## config.mk

```make
export PLATFORM = sky130hd
export DESIGN_NAME = jump_ctrl
export DESIGN_NICKNAME = d
export VERILOG_FILES = /design/src/rtl/jump_ctrl.sv
export SDC_FILE = /design/constraint.sdc
export NUM_CORES = 1
export LEC_CHECK = 0
export BUFFER_PORTS_ARGS = -buffer_cell sky130_fd_sc_hd__buf_2
export CORE_MARGIN = 3
export CORE_UTILIZATION = 46
export CTS_CLUSTER_SIZE = 25
export DETAILED_ROUTE_END_ITERATION = 10
export PLACE_DENSITY = 0.67
export SYNTH_ARGS = -nofsm -noshare
export SYNTH_HDL_FRONTEND = slang
export SYNTH_SLANG_ARGS = --single-unit
export TNS_END_PERCENT = 20
```

## constraint.sdc

```tcl
create_clock -name clk -period 3 [get_ports clk]
set_clock_uncertainty 0.15 [all_clocks]
set_input_delay 0.6 -clock clk [delete_from_list [all_inputs] [get_ports clk]]
set_output_delay 0.6 -clock clk [all_outputs]
set_load 0.03 [all_outputs]
```

## src/rtl/jump_ctrl.sv

```systemverilog
// Control-transfer unit: resolves JMP/JZ/JNZ/CALL/RET against a registered Z flag
// and a return-address stack, and drives a one-cycle load/flush pulse to the PC.
module jump_ctrl #(
  parameter int AW    = 8,
  parameter int DEPTH = 4
) (
  input  logic                       clk,
  input  logic                       rst_n,
  input  logic                       instr_valid,
  input  logic [2:0]                 op,
  input  logic [AW-1:0]              target,
  input  logic [AW-1:0]              pc,
  input  logic                       flag_we,
  input  logic                       flag_z,
  output logic                       load,
  output logic [AW-1:0]              k,
  output logic                       flush,
  output logic [$clog2(DEPTH):0]     depth,
  output logic                       stk_ovf,
  output logic                       stk_unf
);

  localparam int PW = $clog2(DEPTH);
  localparam int DW = PW + 1;
  localparam logic [DW-1:0] FULL = DW'(DEPTH);

  localparam logic [2:0] OP_JMP  = 3'b001;
  localparam logic [2:0] OP_JZ   = 3'b010;
  localparam logic [2:0] OP_JNZ  = 3'b011;
  localparam logic [2:0] OP_CALL = 3'b100;
  localparam logic [2:0] OP_RET  = 3'b101;

  logic          load_q, load_d;
  logic          flush_q, flush_d;
  logic [AW-1:0] k_q, k_d;
  logic [DW-1:0] depth_q, depth_d;
  logic          z_q, z_d;
  logic          ovf_q, ovf_d;
  logic          unf_q, unf_d;
  logic [AW-1:0] stack_q [DEPTH];

  logic          accept;
  logic          taken;
  logic          push;
  logic          pop;
  logic [AW-1:0] tgt;
  logic [AW-1:0] ret_addr;
  logic [DW-1:0] depth_m1;
  logic          full;
  logic          empty;

  // The instruction in a flush cycle is wrong-path and must not be accepted.
  assign accept   = instr_valid && !flush_q;
  assign ret_addr = pc + AW'(1);
  assign depth_m1 = depth_q - DW'(1);
  assign full     = (depth_q >= FULL);
  assign empty    = (depth_q == '0);

  always_comb begin
    taken = 1'b0;
    push  = 1'b0;
    pop   = 1'b0;
    tgt   = target;
    ovf_d = ovf_q;
    unf_d = unf_q;
    if (accept) begin
      case (op)
        OP_JMP:  taken = 1'b1;
        OP_JZ:   taken = z_q;
        OP_JNZ:  taken = !z_q;
        OP_CALL: begin
          taken = 1'b1;
          if (!full) push  = 1'b1;
          else       ovf_d = 1'b1;
        end
        OP_RET: begin
          if (!empty) begin
            taken = 1'b1;
            pop   = 1'b1;
            tgt   = stack_q[depth_m1[PW-1:0]];
          end else begin
            unf_d = 1'b1;
          end
        end
        default: ;
      endcase
    end
  end

  always_comb begin
    load_d  = taken;
    flush_d = taken;
    k_d     = taken ? tgt : k_q;
    depth_d = depth_q;
    if (push)     depth_d = depth_q + DW'(1);
    else if (pop) depth_d = depth_m1;
    // Jumps above used the old z_q; the update lands at this same edge.
    z_d     = (flag_we && !flush_q) ? flag_z : z_q;
  end

  always_ff @(posedge clk or negedge rst_n) begin
    if (!rst_n) begin
      load_q  <= 1'b0;
      flush_q <= 1'b0;
      k_q     <= '0;
      depth_q <= '0;
      z_q     <= 1'b0;
      ovf_q   <= 1'b0;
      unf_q   <= 1'b0;
    end else begin
      load_q  <= load_d;
      flush_q <= flush_d;
      k_q     <= k_d;
      depth_q <= depth_d;
      z_q     <= z_d;
      ovf_q   <= ovf_d;
      unf_q   <= unf_d;
    end
  end

  // Stack contents are don't-care after reset; only entries below depth are read.
  always_ff @(posedge clk) begin
    if (push) stack_q[depth_q[PW-1:0]] <= ret_addr;
  end

  assign load    = load_q;
  assign flush   = flush_q;
  assign k       = k_q;
  assign depth   = depth_q;
  assign stk_ovf = ovf_q;
  assign stk_unf = unf_q;

endmodule
```

# --- Word-level counts from Yosys, hierarchy flattened ---
# Memory sizes are Yosys's and may differ from the RTL's.
# Index checks and enable logic that the tools add are counted.
totals:
  ff_bits: 15
  ramBits: 32
  in_bits: 24
  output_inout_bits: 15
  elab_cells: 40
  n_memories: 1
op_classes:
  n_addsub: 3
  magnitude_cmp: 1
  eq_ne: 5
  mux: 15
  n_reduce_logical: 9
mem_list:
  columns: ["memory", "words", "width", "rd", "rd_ports_with_merged_regs", "write_ports", "line_no", "source"]
  rows:
  - ["stack_q", 4, 8, 1, 0, 1, "40", "logic [AW-1:0] stack_q [DEPTH];"]
op_table:
  columns: ["operator", "n"]
  rows:
  - ["2-to-1 mux 8 bit", 3]
  - ["2-to-1 mux 1 bit", 9]
  - ["adder 8 x 1 -> 8 bit, second input constant", 1]
  - ["== test 3 x 2 -> 1 bit, second input constant", 2]
  - ["== test 3 bit, second input constant", 2]
  - ["2-to-1 mux 3 bit", 2]
  - ["AND reduction 3 bit", 2]
  - ["one-hot mux 1 bit (4 select lines)", 1]
  - ["adder 3 x 1 -> 3 bit, second input constant", 1]
  - ["== test 3 x 1 -> 1 bit, second input constant", 1]
  - [">= comparator 3 bit, second input constant", 1]
  - ["logical NOT 3 bit", 1]
  - ["subtractor 3 x 1 -> 3 bit, second input constant", 1]
  - ["logical AND 1 bit", 2]
  - ["logical NOT 1 bit", 2]
  - ["nonzero test 2 bit", 1]
  - ["OR reduction 2 bit", 1]

# --- Logic depth before layout (Yosys ltp) ---
logic_depth:
  ltp_word: 6
  depth_mapped: 8
  depth_no_buf: 6

# --- Least setup slack after synthesis ---
# Ideal clock, no wire load.
synth_path:
  path_kind: "register to register"
  from: "register depth_q[0], in the netlist depth[0]"
  to: "register k_q[0], in the netlist k[0]"
  setup_ns: 0.125
  arrival_ns: 2.250
  required_ns: 2.725
  path_slack_ns: 0.475
  path_stages_with_launch: 8
  n_path_buf: 2
  period_less_slack_ns: 2.525
  cell_sequence: "dfrtp_1 buf_6 inv_1 ha_1 buf_1 mux4_2 mux2_2 mux2_2"
synth_via:
  elab_chain_len: 5
  elab_cells_between_ends: 9
  classes_between: "1 x add/sub; 6 x mux; 1 x reduce/logical; 1 x memory"
synth_lines:
  columns: ["item", "line_no", "source"]
  rows:
  - ["from (decl)", "36", "logic [DW-1:0] depth_q, depth_d;"]
  - ["from (signal assigned)", "114", "depth_q <= depth_d;"]
  - ["subtractor 3 x 1 -> 3 bit", "55", "assign depth_m1 = depth_q - DW'(1);"]
  - ["memory read (4 x 8 bit)", null, null]
  - ["2-to-1 mux 8 bit", "77", "if (!empty) begin"]
  - ["2-to-1 mux 8 bit", "67", "case (op)"]
  - ["2-to-1 mux 8 bit", "66", "if (accept) begin"]
  - ["to (signal assigned)", "113", "k_q <= k_d;"]
  - ["to (decl)", "35", "logic [AW-1:0] k_q, k_d;"]
# Parallel ways exist; a longest one is shown, timed or not.
# A chain may end at the register's enable or synchronous reset.

# --- Worst setup path in the final report ---
layout_path:
  from: "register depth_q[1], in the netlist depth[1]"
  to: "register k_q[0], in the netlist k[0]"
# Same word-level chain as after synthesis.

==> impl_metrics.yaml <==
run_status:
  status: "finished clean"
route:
  drcViolationCount: 0
  drtIter0Drc: 29
  first_pass_iters: 4
  postRouteAntennaNets: 0
  drt-vias-per-instance: 5.275
  vias: 1171
  wl_per_cell_um: 16.33
  routed_wl_mm: 3.626
final_layout:
  drive_gt1_frac: 0.4647
  syn_to_final_growth_pct: 17.17
  multi_input_area_um2: 790.8
  n_antenna_cell: 0
  fillers: 369
  fin_nets: 199
  seq_area_mm2: 0.001336
  fin_util: 0.5705
grt:
  track_usage: 0.1505
  grt_pass1_wl_mm: 6.072
  antenna_found_initial: 0
  grt_pass1_vias: 1180
  gr-total-overflow: 0
  grt_max_degree: 16
clock_tree:
  root_buffer: "clkbuf_8"
  post_cts_buffers: 0
  clkSinkCount: 47
  cts_resized: 0
  insertion_delay_ps: 290
  clockBufferDepth: 2
  clk_pin_slew_ps: 80
  cts_made_buffers: 5
  htree_levels: 2
  cts_tree: "yes"
  hold_buffers: 0
power_and_ir_drop:
  p_sw_uw: 659.9
  pwr-share-seq: 0.395
  intPower_mw: 1.458
  leakage_nw: 1.016
  p_total_mw: 2.117
  powerDensity_mw_per_mm2: 829.6
  p_clk_frac: 0.254
  power_frac_comb: 0.352
  ir_drop_v: 0.0003330
  p_sw_frac: 0.3116
sta:
  maxSlewViolCount: 0
  tns_ps: 0
  setup_viol: 0
  worst_pin_slew_ps: 391.4
  slew_headroom: 0.7372
  fmax_mhz: 454.3
  hold_viol: 0
  fin_crit_ps: 2201
  rsz0062_at_grt: "false"
  post-route-period-util: 0.7337
setup_path:
  cp_cell_sequence: "inv_1, ha_1, mux4_2, mux2_2, mux2_2"
  crit_slowest_cell: "ha_1"
  cp-end-kind: "register"
  crit_top_cell: "mux2_2"
  path_class: "reg2reg"
  start_kind: "register"
  cp_slowest_stage_delay_ps: 520
  required_ps: 3040
  cp.arrival_ps: 2240
  rrSetupSlack_ps: 800
  critPathMaxFanout: 9
flow_run:
  maxCapViolCount: 0
yosys:
  yosys.area.top_type_share: 0.4411
  postSynthAreaPerCell_um2: 17.15
  ys_ff_latch: 47
  synth_nets: 157
  yosysUniqueCellTypes: 33
  synth_area_leaders: "edfxtp_1 (44%), dfrtp_1 (17%), mux2_4 (9.6%)"
  yosysSeqAreaShare: 0.6134
  synth_cells: 127
  synth_area_leader_cell: "edfxtp_1"
  yosys_warnings: 0
  synth_area_mm2: 0.002178
floorplan:
  rows: 24
  die_area_mm2: 0.005597
  die_width_um: 74.82
  initial_core_util: 0.4869
  coreArea_mm2: 0.004474
  top_level_ports: 39
  die_h_um: 74.82
place:
  io_buffers: 38
  gp_congestion: 0.6900
  hpwl_mm: 2.859
hold_path:
  worstHoldPathType: "in2async"
==> worst max-delay path, delay by kind of cell (launching register included) <==
kind / cells / cell delay, ps
mux: 3 / 900
fa+ha+maj: 1 / 520
buf+inv: 1 / 110
flops: 1 / 420
==> sequential cells by signal, summed over array words and instances (netlist names) <==
| signal | count |
|---|---|
| depth | 3 |
| flush | 1 |
| k | 8 |
| stack_q | 32 |
| stk_ovf | 1 |
| stk_unf | 1 |
| z_q | 1 |
==> power groups by stage <==
stage          Sequential, mW  Combinational [mW]  Clock (mW)
2_1_floorplan            1.00               0.419           0
3_3_place_gp            0.846               0.742           0
3_5_place_dp            0.851               0.754           0
4_1_cts                 0.837               0.757       0.552
5_1_grt                 0.851               0.813       0.577
6_report                0.836               0.744       0.537
==> metal layers <==
layer / global-route usage / wire [µm]
met5: 0 / 0
met4: 0.05929 / 66
met3: 0.04806 / 222
met2: 0.2293 / 1668
met1: 0.2019 / 1668
==> cells in the mapped netlist, drive strengths merged <==
master and number:
nor4bb 1, and3 1, nor2b 2, xor2 2, ha 6, mux2 18, and2 3, nand3 4
inv 3, o21bai 1, edfxtp 32, a211oi 1, mux4 8, dfrtp 15, a21o 2, and4 1
xnor2 5, a31oi 1, nand2b 1, nor3b 2, buf 6, nor2 2, nand4 1, a221oi 1
and4bb 1, nand2 4, a21oi 1, o21ai 2
==> worst paths after layout <==
path                                  endpoint                  from  cells past startpoint
max reg2reg                   k[0]$_DFFE_PN0P_  depth[1]$_DFFE_PN0P_                      5
max                           k[0]$_DFFE_PN0P_  depth[1]$_DFFE_PN0P_                      5
max in group asynchronous     k[7]$_DFFE_PN0P_                 rst_n                      1
min reg2reg                stk_ovf$_DFFE_PN0P_   stk_ovf$_DFFE_PN0P_                      1
min in group clk           stk_ovf$_DFFE_PN0P_   stk_ovf$_DFFE_PN0P_                      1
min                            z_q$_DFFE_PN0P_                 rst_n                      1
==> kinds of logic after synthesis <==
group           synth area share
compound gates           0.02757
fa+ha+maj                0.03446
xor+xnor                 0.02815
flops                     0.6134
buf+inv                  0.02641
simple gates             0.07008
mux                       0.1999
==> layout by cell type (no fill, tap or decap), types with 3 or more instances in the layout <==
cell / n
and2_1: 3
buf_2: 38
buf_4: 3
clkbuf_8: 5
dfrtp_1: 15
edfxtp_1: 32
ha_1: 6
inv_1: 3
mux2_2: 4
mux2_4: 14
mux4_2: 8
nand2_1: 4
nand3_1: 4
xnor2_1: 5
==> metrics by stage <==
| stage | instances | instance area, µm² | hold slack [ps] | worst slack, ps |
|---|---|---|---|---|
| final | 222 | 2552 | 42.10 | 798.8 |
| after global routing | 222 | 2552 | 43.65 | 663.2 |
| after CTS | 222 | 2552 | 41.32 | 786.2 |
| after detailed placement | 214 | 2416 | 296.9 | 656.0 |
| after global placement | 214 | 2416 | 282.9 | 713.1 |
| after floorplan | 127 | 2178 | 154.4 | 475.4 |
==> layout make-up <==
type                    count  share of cell area
multi-input cells          71              0.3098
inverters                   3            0.004412
well taps                  52             0.02549
flip-flops and latches     47              0.5235
clock buffers               5             0.02696
clock inverters             3             0.02647
repair buffers             41             0.08333
(Power assumes the default switching activity.)
